## src/rtl/dest_pipe_if.sv

```systemverilog
// dest_pipe_if: RF-side inputs and bypass/write-back outputs of the Beta
// destination-tracking pipeline, bundled for a single port connection.
//   master : the core side (decode, ALU, data memory), drives the RF-stage
//            instruction fields and consumes stall, bypass values and the
//            register-file write port.
//   slave  : dest_pipe itself.
interface dest_pipe_if;
  logic        hold;
  logic [4:0]  rc_rf;
  logic        wr_rf;
  logic        op_ld_rf;
  logic        op_br_or_jmp_rf;
  logic [31:0] pc_rf;
  logic        annul_ex;
  logic [4:0]  ra_rf;
  logic [4:0]  rb_rf;
  logic        ra_used;
  logic        rb_used;
  logic [31:0] alu_y;
  logic [31:0] mem_rdata;

  logic        stall;
  logic [4:0]  rc_ex;
  logic [4:0]  rc_mem;
  logic [4:0]  rc_wb;
  logic [31:0] ex_y_bypass;
  logic [31:0] ex_pc_bypass;
  logic [31:0] mem_pc_bypass;
  logic [31:0] mem_y_bypass;
  logic [31:0] wb_bypass;
  logic        op_br_or_jmp_ex;
  logic        op_br_or_jmp_mem;
  logic        rf_we;
  logic [4:0]  rf_wa;
  logic [31:0] rf_wd;

  modport master (
    output hold, rc_rf, wr_rf, op_ld_rf, op_br_or_jmp_rf, pc_rf, annul_ex,
           ra_rf, rb_rf, ra_used, rb_used, alu_y, mem_rdata,
    input  stall, rc_ex, rc_mem, rc_wb, ex_y_bypass, ex_pc_bypass,
           mem_pc_bypass, mem_y_bypass, wb_bypass, op_br_or_jmp_ex,
           op_br_or_jmp_mem, rf_we, rf_wa, rf_wd
  );

  modport slave (
    input  hold, rc_rf, wr_rf, op_ld_rf, op_br_or_jmp_rf, pc_rf, annul_ex,
           ra_rf, rb_rf, ra_used, rb_used, alu_y, mem_rdata,
    output stall, rc_ex, rc_mem, rc_wb, ex_y_bypass, ex_pc_bypass,
           mem_pc_bypass, mem_y_bypass, wb_bypass, op_br_or_jmp_ex,
           op_br_or_jmp_mem, rf_we, rf_wa, rf_wd
  );
endinterface

```

## src/rtl/dest_pipe.sv

```systemverilog
// dest_pipe: carries destination register, return PC and result of each Beta
// instruction from RF through EX (_p0), MEM (_p1) and WB (_p2). Produces the
// per-stage bypass values, the register-file write port and the load-use
// stall.
// Ports:
//   clk  : core clock, rising edge
//   rst  : synchronous active-high reset (all stages become bubbles)
//   dp   : dest_pipe_if.slave, RF-stage instruction fields, alu_y, mem_rdata,
//          hold/annul_ex in; stall, rc_ex/mem/wb, bypass values, rf_we/wa/wd out
module dest_pipe (
  input  logic        clk,
  input  logic        rst,
  dest_pipe_if.slave  dp
);

  localparam logic [4:0] R31 = 5'd31;

  // EX stage
  logic [4:0]  rc_p0;
  logic [31:0] pc_p0;
  logic        ld_p0;
  logic        bj_p0;
  // MEM stage
  logic [4:0]  rc_p1;
  logic [31:0] pc_p1;
  logic [31:0] y_p1;
  logic        ld_p1;
  logic        bj_p1;
  // WB stage
  logic [4:0]  rc_p2;
  logic [31:0] pc_p2;
  logic [31:0] y_p2;
  logic        ld_p2;
  logic        bj_p2;

  logic haz_a;
  logic haz_b;
  logic bubble_ex;

  function automatic logic src_hazard(
    input logic       used,
    input logic [4:0] src,
    input logic [4:0] rc_ex_s,
    input logic       ld_ex_s,
    input logic [4:0] rc_mem_s,
    input logic       ld_mem_s
  );
    // Load data only appears in WB, so a load still in EX or MEM blocks readers.
    return used && (src != R31) &&
           (((src == rc_ex_s) && ld_ex_s) || ((src == rc_mem_s) && ld_mem_s));
  endfunction

  function automatic logic [31:0] wb_select(
    input logic        ld,
    input logic        bj,
    input logic [31:0] rdata,
    input logic [31:0] pc,
    input logic [31:0] y
  );
    return ld ? rdata : (bj ? pc : y);
  endfunction

  always_comb begin
    haz_a     = src_hazard(dp.ra_used, dp.ra_rf, rc_p0, ld_p0, rc_p1, ld_p1);
    haz_b     = src_hazard(dp.rb_used, dp.rb_rf, rc_p0, ld_p0, rc_p1, ld_p1);
    bubble_ex = haz_a || haz_b || dp.annul_ex;
  end

  always_ff @(posedge clk) begin
    if (rst) begin
      rc_p0 <= R31;
      pc_p0 <= '0;
      ld_p0 <= 1'b0;
      bj_p0 <= 1'b0;
      rc_p1 <= R31;
      pc_p1 <= '0;
      y_p1  <= '0;
      ld_p1 <= 1'b0;
      bj_p1 <= 1'b0;
      rc_p2 <= R31;
      pc_p2 <= '0;
      y_p2  <= '0;
      ld_p2 <= 1'b0;
      bj_p2 <= 1'b0;
    end else if (!dp.hold) begin
      // RF -> EX
      if (bubble_ex) begin
        rc_p0 <= R31;
        pc_p0 <= '0;
        ld_p0 <= 1'b0;
        bj_p0 <= 1'b0;
      end else begin
        rc_p0 <= dp.wr_rf ? dp.rc_rf : R31;
        pc_p0 <= dp.pc_rf;
        ld_p0 <= dp.op_ld_rf;
        bj_p0 <= dp.op_br_or_jmp_rf;
      end
      // EX -> MEM
      rc_p1 <= rc_p0;
      pc_p1 <= pc_p0;
      y_p1  <= dp.alu_y;
      ld_p1 <= ld_p0;
      bj_p1 <= bj_p0;
      // MEM -> WB
      rc_p2 <= rc_p1;
      pc_p2 <= pc_p1;
      y_p2  <= y_p1;
      ld_p2 <= ld_p1;
      bj_p2 <= bj_p1;
    end
  end

  assign dp.stall            = haz_a || haz_b;
  assign dp.rc_ex            = rc_p0;
  assign dp.rc_mem           = rc_p1;
  assign dp.rc_wb            = rc_p2;
  assign dp.ex_y_bypass      = dp.alu_y;
  assign dp.ex_pc_bypass     = pc_p0;
  assign dp.mem_pc_bypass    = pc_p1;
  assign dp.mem_y_bypass     = y_p1;
  assign dp.wb_bypass        = wb_select(ld_p2, bj_p2, dp.mem_rdata, pc_p2, y_p2);
  assign dp.op_br_or_jmp_ex  = bj_p0;
  assign dp.op_br_or_jmp_mem = bj_p1;
  // A frozen WB stage must not write; it commits once hold releases.
  assign dp.rf_we            = (rc_p2 != R31) && !dp.hold;
  assign dp.rf_wa            = rc_p2;
  assign dp.rf_wd            = dp.wb_bypass;

endmodule

```

## src/flat_wrapper.sv

```systemverilog
// flat-port wrapper written by rule: the top's interface ports become plain ports
module dest_pipe_flat 
  (clk, rst, dp_hold, dp_rc_rf, dp_wr_rf, dp_op_ld_rf, dp_op_br_or_jmp_rf, dp_pc_rf, dp_annul_ex, dp_ra_rf, dp_rb_rf, dp_ra_used, dp_rb_used, dp_alu_y, dp_mem_rdata, dp_stall, dp_rc_ex, dp_rc_mem, dp_rc_wb, dp_ex_y_bypass, dp_ex_pc_bypass, dp_mem_pc_bypass, dp_mem_y_bypass, dp_wb_bypass, dp_op_br_or_jmp_ex, dp_op_br_or_jmp_mem, dp_rf_we, dp_rf_wa, dp_rf_wd);
  dest_pipe_if dp_i ();
  input  logic clk;
  input  logic rst;
  input wire logic [$bits(dp_i.hold)-1:0] dp_hold;
  input wire logic [$bits(dp_i.rc_rf)-1:0] dp_rc_rf;
  input wire logic [$bits(dp_i.wr_rf)-1:0] dp_wr_rf;
  input wire logic [$bits(dp_i.op_ld_rf)-1:0] dp_op_ld_rf;
  input wire logic [$bits(dp_i.op_br_or_jmp_rf)-1:0] dp_op_br_or_jmp_rf;
  input wire logic [$bits(dp_i.pc_rf)-1:0] dp_pc_rf;
  input wire logic [$bits(dp_i.annul_ex)-1:0] dp_annul_ex;
  input wire logic [$bits(dp_i.ra_rf)-1:0] dp_ra_rf;
  input wire logic [$bits(dp_i.rb_rf)-1:0] dp_rb_rf;
  input wire logic [$bits(dp_i.ra_used)-1:0] dp_ra_used;
  input wire logic [$bits(dp_i.rb_used)-1:0] dp_rb_used;
  input wire logic [$bits(dp_i.alu_y)-1:0] dp_alu_y;
  input wire logic [$bits(dp_i.mem_rdata)-1:0] dp_mem_rdata;
  output wire logic [$bits(dp_i.stall)-1:0] dp_stall;
  output wire logic [$bits(dp_i.rc_ex)-1:0] dp_rc_ex;
  output wire logic [$bits(dp_i.rc_mem)-1:0] dp_rc_mem;
  output wire logic [$bits(dp_i.rc_wb)-1:0] dp_rc_wb;
  output wire logic [$bits(dp_i.ex_y_bypass)-1:0] dp_ex_y_bypass;
  output wire logic [$bits(dp_i.ex_pc_bypass)-1:0] dp_ex_pc_bypass;
  output wire logic [$bits(dp_i.mem_pc_bypass)-1:0] dp_mem_pc_bypass;
  output wire logic [$bits(dp_i.mem_y_bypass)-1:0] dp_mem_y_bypass;
  output wire logic [$bits(dp_i.wb_bypass)-1:0] dp_wb_bypass;
  output wire logic [$bits(dp_i.op_br_or_jmp_ex)-1:0] dp_op_br_or_jmp_ex;
  output wire logic [$bits(dp_i.op_br_or_jmp_mem)-1:0] dp_op_br_or_jmp_mem;
  output wire logic [$bits(dp_i.rf_we)-1:0] dp_rf_we;
  output wire logic [$bits(dp_i.rf_wa)-1:0] dp_rf_wa;
  output wire logic [$bits(dp_i.rf_wd)-1:0] dp_rf_wd;
  assign dp_i.hold = dp_hold;
  assign dp_i.rc_rf = dp_rc_rf;
  assign dp_i.wr_rf = dp_wr_rf;
  assign dp_i.op_ld_rf = dp_op_ld_rf;
  assign dp_i.op_br_or_jmp_rf = dp_op_br_or_jmp_rf;
  assign dp_i.pc_rf = dp_pc_rf;
  assign dp_i.annul_ex = dp_annul_ex;
  assign dp_i.ra_rf = dp_ra_rf;
  assign dp_i.rb_rf = dp_rb_rf;
  assign dp_i.ra_used = dp_ra_used;
  assign dp_i.rb_used = dp_rb_used;
  assign dp_i.alu_y = dp_alu_y;
  assign dp_i.mem_rdata = dp_mem_rdata;
  assign dp_stall = dp_i.stall;
  assign dp_rc_ex = dp_i.rc_ex;
  assign dp_rc_mem = dp_i.rc_mem;
  assign dp_rc_wb = dp_i.rc_wb;
  assign dp_ex_y_bypass = dp_i.ex_y_bypass;
  assign dp_ex_pc_bypass = dp_i.ex_pc_bypass;
  assign dp_mem_pc_bypass = dp_i.mem_pc_bypass;
  assign dp_mem_y_bypass = dp_i.mem_y_bypass;
  assign dp_wb_bypass = dp_i.wb_bypass;
  assign dp_op_br_or_jmp_ex = dp_i.op_br_or_jmp_ex;
  assign dp_op_br_or_jmp_mem = dp_i.op_br_or_jmp_mem;
  assign dp_rf_we = dp_i.rf_we;
  assign dp_rf_wa = dp_i.rf_wa;
  assign dp_rf_wd = dp_i.rf_wd;
  dest_pipe u_core (.clk(clk), .rst(rst), .dp(dp_i));
endmodule
```

## config.mk

```make
export PLATFORM = sky130hd
export DESIGN_NAME = dest_pipe_flat
export DESIGN_NICKNAME = d
export VERILOG_FILES = /design/src/rtl/dest_pipe_if.sv /design/src/rtl/dest_pipe.sv /design/src/flat_wrapper.sv
export SDC_FILE = /design/constraint.sdc
export NUM_CORES = 1
export LEC_CHECK = 0
export BUFFER_PORTS_ARGS = -buffer_cell sky130_fd_sc_hd__buf_2
export CAP_MARGIN = 20
export CORE_MARGIN = 2
export CORE_UTILIZATION = 48
export DETAILED_ROUTE_END_ITERATION = 6
export PLACE_DENSITY = 0.9
export SLEW_MARGIN = 40
export SYNTH_ARGS = -nofsm -noshare
export SYNTH_HDL_FRONTEND = slang
export SYNTH_SLANG_ARGS = --single-unit
```

## constraint.sdc

```tcl
create_clock -name clk -period 2.15 [get_ports clk]
set_clock_uncertainty 0.05 [all_clocks]
set_input_delay 0.1075 -clock clk [delete_from_list [all_inputs] [get_ports clk]]
set_output_delay 0.1075 -clock clk [all_outputs]
set_load 0.02 [all_outputs]
```

After elaboration in Yosys (flattened, before gate mapping)
Index checks and enable logic that the tools add are counted.
{"block": "word_totals", "register_bits": 181, "in_bits": 120, "output_inout_bits": 216, "word_cells": 42}
{"block": "op_classes", "n_eq_ne": 7, "n_mux": 7, "reduce_logical": 14}
{"operator": "$mux W32", "count": 3}
{"operator": "$eq A5 B5 Y1", "count": 4}
{"operator": "$ne A5 B5 Y1 const B", "count": 3}
{"operator": "$mux W5", "count": 2}
{"operator": "$logic_and A1 B1 Y1", "count": 9}
{"operator": "$logic_or A1 B1 Y1", "count": 4}
{"operator": "$mux W1", "count": 2}
{"operator": "$logic_not A1 Y1", "count": 1}

Depth between registers and ports, before layout
Gate-level depths: netlist (run 1).
{"block": "depth", "word_depth": 7, "depth_mapped": 7, "ltp_nobuf": 5}

Worst setup path before layout (run 1)
OpenSTA, ideal clock, no wires.
{"block": "synth_timing", "kind": "flip-flop to output port", "from": "reg u_core.bj_p2", "to": "out dp_wb_bypass[1]", "arrival_time_ns": 1.703, "t_required_ns": 1.992, "path_slack_ns": 0.290, "stages_incl_launch_ff": 6, "path_buffers": 3, "path_cell_list": "dfxtp_1 -> clkbuf_1 -> buf_2 -> mux2i_1 -> o21ai_0 -> buf_4"}
{"block": "synth_between", "elab_chain_cells": 2}
{"element": "from (decl)", "line_no": "dest_pipe.sv:34", "source": "logic bj_p2;"}
{"element": "from (signal assigned)", "line_no": "dest_pipe.sv:109", "source": "bj_p2 <= bj_p1;"}
{"element": "$mux W32 (2 in series)", "line_no": "dest_pipe.sv:60", "source": "return ld ? rdata : (bj ? pc : y);"}
{"element": "to (decl)", "line_no": "flat_wrapper.sv:28", "source": "output wire logic [$bits(dp_i.wb_bypass)-1:0] dp_wb_bypass;"}
No other way between the ends.

Worst setup path after layout (run 1)
{"block": "layout_timing", "from": "reg u_core.rc_p1[3] (netlist: u_core.dp.rc_mem[3])", "to": "out dp_stall"}
{"block": "layout_between", "elab_chain_cells": 5, "elab_cells_between_ends": 9, "classes_between": "eq/ne: 2; reduce/logical: 7"}
{"element": "from (decl)", "line_no": "dest_pipe.sv:24", "source": "logic [4:0] rc_p1;"}
{"element": "from (signal assigned)", "line_no": "dest_pipe.sv:99", "source": "rc_p1 <= rc_p0;"}
{"element": "$eq A5 B5 Y1", "line_no": "dest_pipe.sv:50", "source": "(((src == rc_ex_s) && ld_ex_s) || ((src == rc_mem_s) && ld_mem_s));"}
{"element": "$logic_and A1 B1 Y1", "line_no": "dest_pipe.sv:50"}
{"element": "$logic_or A1 B1 Y1", "line_no": "dest_pipe.sv:50"}
{"element": "$logic_and A1 B1 Y1", "line_no": "dest_pipe.sv:49", "source": "return used && (src != R31) &&"}
{"element": "$logic_or A1 B1 Y1 *", "line_no": "dest_pipe.sv:113", "source": "assign dp.stall = haz_a || haz_b;"}
{"element": "to (decl)", "line_no": "flat_wrapper.sv:20", "source": "output wire logic [$bits(dp_i.stall)-1:0] dp_stall;"}
Every way passes the cells marked *; elsewhere a longest branch is shown, timed or not.

==> flow_summary.ini, run 1 <==
[run_status]
status = finished clean

[yosys]
syn_area_per_cell_um2 = 9.85
synthCells = 774
ys_seq_area_share_pct = 47.5
ys_ff_latch = 181
ys_types = 24
synth.cell_area_um2 = 7620
synth_nets = 894
yosys_warnings = 0

[global_routing]
use_met1_pct = 25.8
top_usage_layer = met2
grtUsageMet3_pct = 5.99
use_met2_pct = 43.2
grt_antenna_before_repair = 0
grt_pass1_vias = 6328
grt_pass1_wl_mm = 31.3
overflow = 0
grt_max_degree = 76
grt_usage_pct = 23.7

[worst_hold_path]
hp-class = in -> reg
worst_hold_path.endpoint = u_core.y_p2[31]
hold_depth = 3
worstHoldStart = dp_hold

[setup_path]
r2r_start = u_core.dp.rc_mem[3]
required_ns = 1.99
rrSetupSlack_ns = 0.32
slowest_stage = dfxtp_1
cp_top_family = compound AO/OA/AOI/OAI gates
endpoint_kind = output pin
worstPathArrival_ns = 1.81
crit_buf_inv = 1
crit_fanout = 5
crit_path_start_kind = flip-flop
crit_chain = xnor2_1 > nand4_1 > o22ai_1 > a22o_1 > buf_2
critPathMaxStageDelay_ns = 0.42
r2r_end = u_core.dp.ex_pc_bypass[24]
r2r_cells = 6
path_class = reg -> out

[die]
fp.dieH_um = 130
rows = 46
die_w_um = 130
core-area_um2 = 15700
dieArea_um2 = 16900
start_util_pct = 48.5
io-pin-count = 336

[sta]
fin_crit_ns = 1.97
drv_slew = 0
hold_violations = 0
grt_setup_unrepaired = false
setup_viol = 0
fmax_mhz = 507
relSlewSlack_pct = 49.5
finalCritPeriodShare_pct = 91.7
worst_pin_slew_ns = 0.757
setup_tns_ns = 0

[clocking]
cts_max_path_buffers = 2
cts_tree = yes
post_cts_buffers = 0
clk_latency_ns = 0.41
clk_pin_slew_ns = 0.06
htreeDepth = 4
tritoncts.num_buffers = 17
clockRootBuffer = clkbuf_16
cts.sinks = 181

[finish]
final_cell_mix = buf_2 (333), dfxtp_1 (179), mux2i_1 (164)
nets = 1210
final_common_cell = buf_2
area.growth.synth_to_final_pct = 34.7
multi_input_area_um2 = 3250
fill_cells = 1172
antennaDiodeCount = 0
ff_latch_area_um2 = 3630
drive_gt1_share_pct = 34.4

[route]
drc = 0
drt-vias-per-instance = 5.10
vias = 6718
routedWlPerCell_um = 16.1
ant_nets = 0
drt-total-wl_mm = 21.2
drtIter0Drc = 353
firstDrtPassIters = 5

[placed_design]
dp_hpwl_mm = 13.7
gp_congestion = 0.925
place.port_buffers = 335

[pwr]
powerDensity_nw_per_um2 = 730
peakVddDrop_uv = 551
total_power_uw = 7490
p_leak_uw = 0.00502

[run]
cap_violations = 0
state kept, by name (all words and copies together) (netlist names), 5 cells and up:
register	flops
u_core.y_p2	32
u_core.dp.rc_wb	5
u_core.dp.rc_mem	5
u_core.dp.mem_y_bypass	32
u_core.dp.rc_ex	5
u_core.dp.ex_pc_bypass	32
u_core.pc_p2	32
u_core.dp.mem_pc_bypass	32
cell usage after synthesis, drive strengths merged:
cell type / instances / area share [%]
a211o: 10 / 1.1
a221oi: 1 / 0.20
a22o: 35 / 4.0
a31oi: 6 / 0.49
and3: 1 / 0.082
buf: 93 / 8.5
clkbuf: 28 / 1.4
dfxtp: 181 / 48
inv: 5 / 0.25
mux2i: 164 / 22
nand2: 38 / 1.9
nand2b: 1 / 0.082
nand3: 2 / 0.13
nand4: 4 / 0.33
nor2: 137 / 6.7
nor2b: 11 / 0.90
o21a: 2 / 0.20
o21ai: 32 / 2.1
o22ai: 2 / 0.16
or3: 1 / 0.082
xnor2: 20 / 2.3
worst register-to-register path, cell delays in order (launching register included):
cell      delay, ns
dfxtp_1        0.42
xnor2_1        0.15
nand4_1        0.14
o22ai_1        0.33
a221oi_4       0.12
buf_4          0.24
a22o_1         0.29
routing by layer:
metal	vias up	routed length, µm
met2	309	11100
met1	3174	8040
met5	-	0
met3	48	1440
met4	0	587
li1	3187	-
kinds of logic (layout without fill, tap and decap cells):
kind of cell | Yosys count | after routing | share of synthesized area, %
and+or+nand+nor | 195 | 195 | 10.2
AOI/OAI and AO/OA | 88 | 88 | 8.32
DFF | 181 | 181 | 47.5
muxes | 164 | 164 | 21.5
xor gates and xnor gates | 20 | 20 | 2.30
buffers and inverters | 126 | 454 | 10.1
report_power, final:
part           internal (µW)  switching, µW  total [µW]  leakage (µW)
Sequential              3470           97.1        3560       0.00148
Clock                   1580           1290        2860      0.000270
Combinational            469            599        1070       0.00327
worst max path at each step:
| stage | start | endpoint | slack (ns) | cells after the start |
|---|---|---|---|---|
| floorplan | u_core.bj_p2 | dp_wb_bypass[1] | 0.29 | 5 |
| global placement | u_core.dp.rc_mem[1] | u_core.dp.ex_pc_bypass[18] | 0.44 | 6 |
| detailed placement | u_core.dp.rc_mem[3] | u_core.dp.ex_pc_bypass[1] | 0.35 | 6 |
| CTS | u_core.bj_p2 | dp_wb_bypass[13] | 0.09 | 4 |
| global route | u_core.dp.rc_ex[2] | dp_stall | 0.05 | 5 |
| finish | u_core.dp.rc_mem[3] | dp_stall | 0.18 | 5 |
through the flow:
| stage | instance area, µm² | cells | hold slack (ns) | setup WS, ns | util, % |
|---|---|---|---|---|---|
| after CTS | 10300 | 1318 | 0.000391 | 0.0948 | 65.3 |
| after detailed placement | 8990 | 1214 | 0.276 | 0.352 | 57.2 |
| final | 10300 | 1318 | 0.0153 | 0.178 | 65.4 |
| after global placement | 8990 | 1214 | 0.274 | 0.440 | 57.2 |
| after global routing | 10300 | 1318 | 0.00955 | 0.0472 | 65.4 |
| after floorplan | 7620 | 774 | 0.159 | 0.290 | - |
area by class of cell:
class	instances	area share, %
tap	216	2.63
sequential	181	35.3
multi-input combinational	467	31.6
timing repair buffer	418	24.9
inverter	5	0.183
clock inverter	10	0.731
clock buffer	21	4.58
repair_timing:
action	CTS	global route
setup endpoints to repair	0	3
gates resized for setup	0	1
hold buffers	73	0
endpoints found under the hold margin	77	0
Power figures use the tool's default switching activity.
==> run 2: changes to the inputs <==
CORE_MARGIN = 8   (was 2)
==> flow_summary.ini, run 2 (same netlist as run 1, synthesis figures left out) <==
[clocking]
clk_latency_ns = 0.41
htreeDepth = 4
cts_tree = yes
cts_max_path_buffers = 2
tritoncts.num_buffers = 17
clockRootBuffer = clkbuf_16
cts.sinks = 181
clk_pin_slew_ns = 0.07

[setup_path]
path_class = reg -> out
critPathMaxStageDelay_ns = 0.54
crit_fanout = 11
crit_chain = mux2i_1 > o21ai_0 > buf_2
cp_top_family = compound AO/OA/AOI/OAI gates
worstPathArrival_ns = 1.92
slowest_stage = o21ai_0
required_ns = 1.99
endpoint_kind = output pin
crit_buf_inv = 1
crit_path_start_kind = flip-flop

[die]
io-pin-count = 336
fp.dieH_um = 142
die_w_um = 142
core-area_um2 = 15700
start_util_pct = 48.5
dieArea_um2 = 20200
rows = 46

[global_routing]
grt_usage_pct = 23.7
overflow = 0
grt_antenna_before_repair = 0
grt_max_degree = 86
grt_pass1_vias = 7222
grt_pass1_wl_mm = 37.9

[finish]
nets = 1214
multi_input_area_um2 = 3250
final_common_cell = buf_2
final_cell_mix = buf_2 (333), dfxtp_1 (179), mux2i_1 (164)
final_cells = 1324
ff_latch_area_um2 = 3630
drive_gt1_share_pct = 34.7
fill_cells = 1153
area.growth.synth_to_final_pct = 35.2

[sta]
fin_crit_ns = 2.08
drv_slew = 0
finalCritPeriodShare_pct = 96.7
whs_ns = 0.110
setup_tns_ns = 0
setup_viol = 0
fmax_mhz = 481
worst_pin_slew_ns = 0.642
setup_ws_ns = 0.0716
grt_setup_unrepaired = false
relSlewSlack_pct = 56.8
hold_violations = 0

[route]
drt-vias-per-instance = 5.19
drt-total-wl_mm = 24.7
vias = 6865
ant_nets = 0
drtIter0Drc = 389
routedWlPerCell_um = 18.7
firstDrtPassIters = 5
drc = 0

[run_status]
status = finished clean

[placed_design]
dp_hpwl_mm = 16.5
place.port_buffers = 335
place_ws_ns = 0.329
gp_congestion = 0.876
dp_cells = 1218

[run]
cap_violations = 0

[pwr]
peakVddDrop_uv = 496
p_leak_uw = 0.00504
powerDensity_nw_per_um2 = 744

[worst_hold_path]
hp-class = in -> reg
run 2: metrics by stage:
stage	area (µm²)	power, µW	utilization [%]
floorplan	7620	4280	-
global placement	8990	4580	57.2
detailed placement	8990	4600	57.2
CTS	10300	7680	65.5
global route	10300	7930	65.6
finish	10300	7660	65.6
run 2: worst paths after layout:
kind / startpoint / end / slack (ns) / cells after the start
worst max-delay path: u_core.bj_p2 / dp_wb_bypass[23] / 0.07 / 3
worst min-delay path: rst / u_core.dp.ex_pc_bypass[13] / 0.11 / 3
worst max register to register: u_core.dp.rc_mem[4] / u_core.dp.ex_pc_bypass[24] / 0.29 / 6
worst min register to register: u_core.y_p2[4] / u_core.y_p2[4] / 0.45 / 2
run 2: timing repair:
| action | CTS | global route |
|---|---|---|
| gates resized for setup | 0 | 3 |
| endpoints found under the setup margin | 0 | 18 |
| hold endpoints to repair | 74 | 0 |
| hold buffers | 73 | 0 |
| buffers inserted | 0 | 0 |
run 2: final cells by class:
class	instances	share of cell area [%]
flip-flops and latches	181	35.2
multi-input cells	467	31.5
repair buffers	422	24.9
clock buffers	20	4.43
well taps	216	2.62
clock inverters	12	1.06
inverters	5	0.182
diodes	1	0.0243
run 2: worst reg2reg max path, delay by kind of cell, from the launching register on:
kind / cells / cell delay (ns)
flops: 1 / 0.43
compound gates: 3 / 0.74
buf+inv: 1 / 0.24
simple gates: 1 / 0.12
xor+xnor: 1 / 0.16
run 2: report_power, final:
| part | switching [µW] | internal (µW) |
|---|---|---|
| clock | 1420 | 1590 |
| combinational | 623 | 470 |
| sequential | 98.6 | 3460 |
| total | 2140 | 5520 |
run 2: layer usage:
layer | up-vias | global-route usage (%) | routed length [µm]
li1 | 3206 | - | -
met1 | 3234 | 24.9 | 9210
met2 | 357 | 41.3 | 12500
met3 | 68 | 7.04 | 1860
met4 | 0 | 13.7 | 1180
met5 | - | 0 | 0
==> run 3: changes to the inputs <==
--- a/constraint.sdc
+++ b/constraint.sdc
@@ -3,3 +3,3 @@
 set_input_delay 0.1075 -clock clk [delete_from_list [all_inputs] [get_ports clk]]
 set_output_delay 0.1075 -clock clk [all_outputs]
-set_load 0.02 [all_outputs]
+set_load 0.05 [all_outputs]
==> flow_summary.ini, run 3 (same netlist as run 1, synthesis figures left out) <==
[clocking]
cts_max_path_buffers = 2
clk_latency_ns = 0.42
htreeDepth = 4
cts.sinks = 181
post_cts_buffers = 0
tritoncts.num_buffers = 17
cts_tree = yes
clk_pin_slew_ns = 0.07
clockRootBuffer = clkbuf_16

[worst_hold_path]
hold_depth = 3
hp-class = in -> reg

[pwr]
p_leak_uw = 0.00508
p_int_uw = 5690
seqPwrFrac_pct = 43.6
peakVddDrop_uv = 532
switchingPower_uw = 2480
clockPowerShare_pct = 38.1
p_comb_share_pct = 18.2
swShare_pct = 30.3
powerDensity_nw_per_um2 = 786

[setup_path]
path_class = reg -> out
r2r_cells = 6
crit_fanout = 5
crit_path_start_kind = flip-flop
required_ns = 1.99
endpoint_kind = output pin
worstPathArrival_ns = 1.87

[sta]
finalCritPeriodShare_pct = 94.5
relSlewSlack_pct = 54.2
hold_violations = 0
setup_viol = 0
worst_pin_slew_ns = 0.687
fmax_mhz = 492
setup_ws_ns = 0.118
fin_crit_ns = 2.03
drv_slew = 0

[route]
routedWlPerCell_um = 18.2
ant_nets = 0
drt-vias-per-instance = 5.07
firstDrtPassIters = 5
drc = 0
vias = 6699
drt-total-wl_mm = 24.1
drtIter0Drc = 338

[run]
cap_violations = 0

[finish]
final_cell_mix = buf_2 (333), dfxtp_1 (179), mux2i_1 (164)
final_common_cell = buf_2
nets = 1211
area.growth.synth_to_final_pct = 36.3
stdcell_area_um2 = 10400
fill_cells = 1157
drive_gt1_share_pct = 36.6

[placed_design]
dpl_cell_area_um2 = 9050
place.port_buffers = 335
gp_congestion = 0.897
place_ws_ns = 0.374
dp_hpwl_mm = 16.2

[die]
io-pin-count = 336
die_w_um = 142
core-area_um2 = 15700
dieArea_um2 = 20200
fp.dieH_um = 142
rows = 46
start_util_pct = 48.5

[global_routing]
grt_pass1_wl_mm = 37.5
grt_usage_pct = 23.4
overflow = 0
grt_max_degree = 81
grt_pass1_vias = 7146
grt_antenna_before_repair = 1

[run_status]
status = finished clean
==> run 3: changes by cell type in the layout (fill, tap and decap cells not counted), moves of 2 or more <==
cell       delta
bufinv_16     +2
clkbuf_8      -2
o21ai_0      -31
clkinv_2      +3
o22ai_1       -2
o21ai_2      +19
buf_6         -2
o21ai_1      +12
o22ai_2       +2
inv_6         -2
==> run 3: power groups by stage <==
stage	clock, µW	sequential, µW	combinational (µW)
2_1_floorplan	0	3910	768
3_3_place_gp	0	3630	1350
3_5_place_dp	0	3640	1370
4_1_cts	3180	3560	1470
5_1_grt	3340	3580	1560
6_report	3110	3560	1490
==> run 3: routing by layer <==
metal | part of all wire [%] | routed length, µm | up-vias | track usage (%)
li1 | - | - | 3212 | -
met1 | 38 | 9160 | 3144 | 24.4
met2 | 51 | 12300 | 282 | 41.6
met3 | 7.5 | 1820 | 61 | 7.38
met4 | 3.5 | 853 | 0 | 11.9
met5 | 0 | 0 | - | 0
==> run 3: final cells by class <==
type	instances	area [µm²]	share of cell area (%)
diodes	2	5.00	0.0482
multi-input cells	467	3330	32.1
repair buffers	419	2540	24.4
flip-flops and latches	181	3630	34.9
clock inverters	15	173	1.66
well taps	216	270	2.60
clock buffers	17	425	4.10
inverters	5	18.8	0.181
==> run 3: path summary, 6_finish.rpt <==
path	slack (ns)	end	from
hold reg to reg	0.45	u_core.pc_p2[20]	u_core.pc_p2[20]
hold / removal	0.11	u_core.dp.ex_pc_bypass[3]	rst
setup / recovery	0.12	dp_stall	u_core.dp.rc_mem[4]
setup reg to reg	0.34	u_core.dp.ex_pc_bypass[2]	u_core.dp.rc_ex[0]
==> run 3: critical path, stage by stage (launching register included) <==
cell and delay [ns]:
dfxtp_1 0.42, xnor2_1 0.15, nand4_1 0.14, o22ai_2 0.27, a22o_1 0.21, buf_2 0.27
==> run 3: per-stage QoR <==
| stage | hold WS (ns) | cells | utilization (%) | setup TNS [ns] | total power [µW] |
|---|---|---|---|---|---|
| 2_1_floorplan | 0.159 | 774 | - | -0.00691 | 4680 |
| 3_3_place_gp | 0.273 | 1216 | 57.6 | 0 | 4980 |
| 3_5_place_dp | 0.276 | 1216 | 57.6 | 0 | 5000 |
| 4_1_cts | 0.0812 | 1320 | 66.0 | 0 | 8210 |
| 5_1_grt | 0.110 | 1321 | 66.1 | -0.0139 | 8470 |
| 6_report | 0.109 | 1322 | 66.1 | 0 | 8160 |
==> run 3: repair_timing <==
item | 4_1_cts | 5_1_grt
gates resized for setup | 0 | 2
hold buffers | 72 | 0
hold endpoints to repair | 71 | 0
endpoints found under the setup margin | 0 | 1
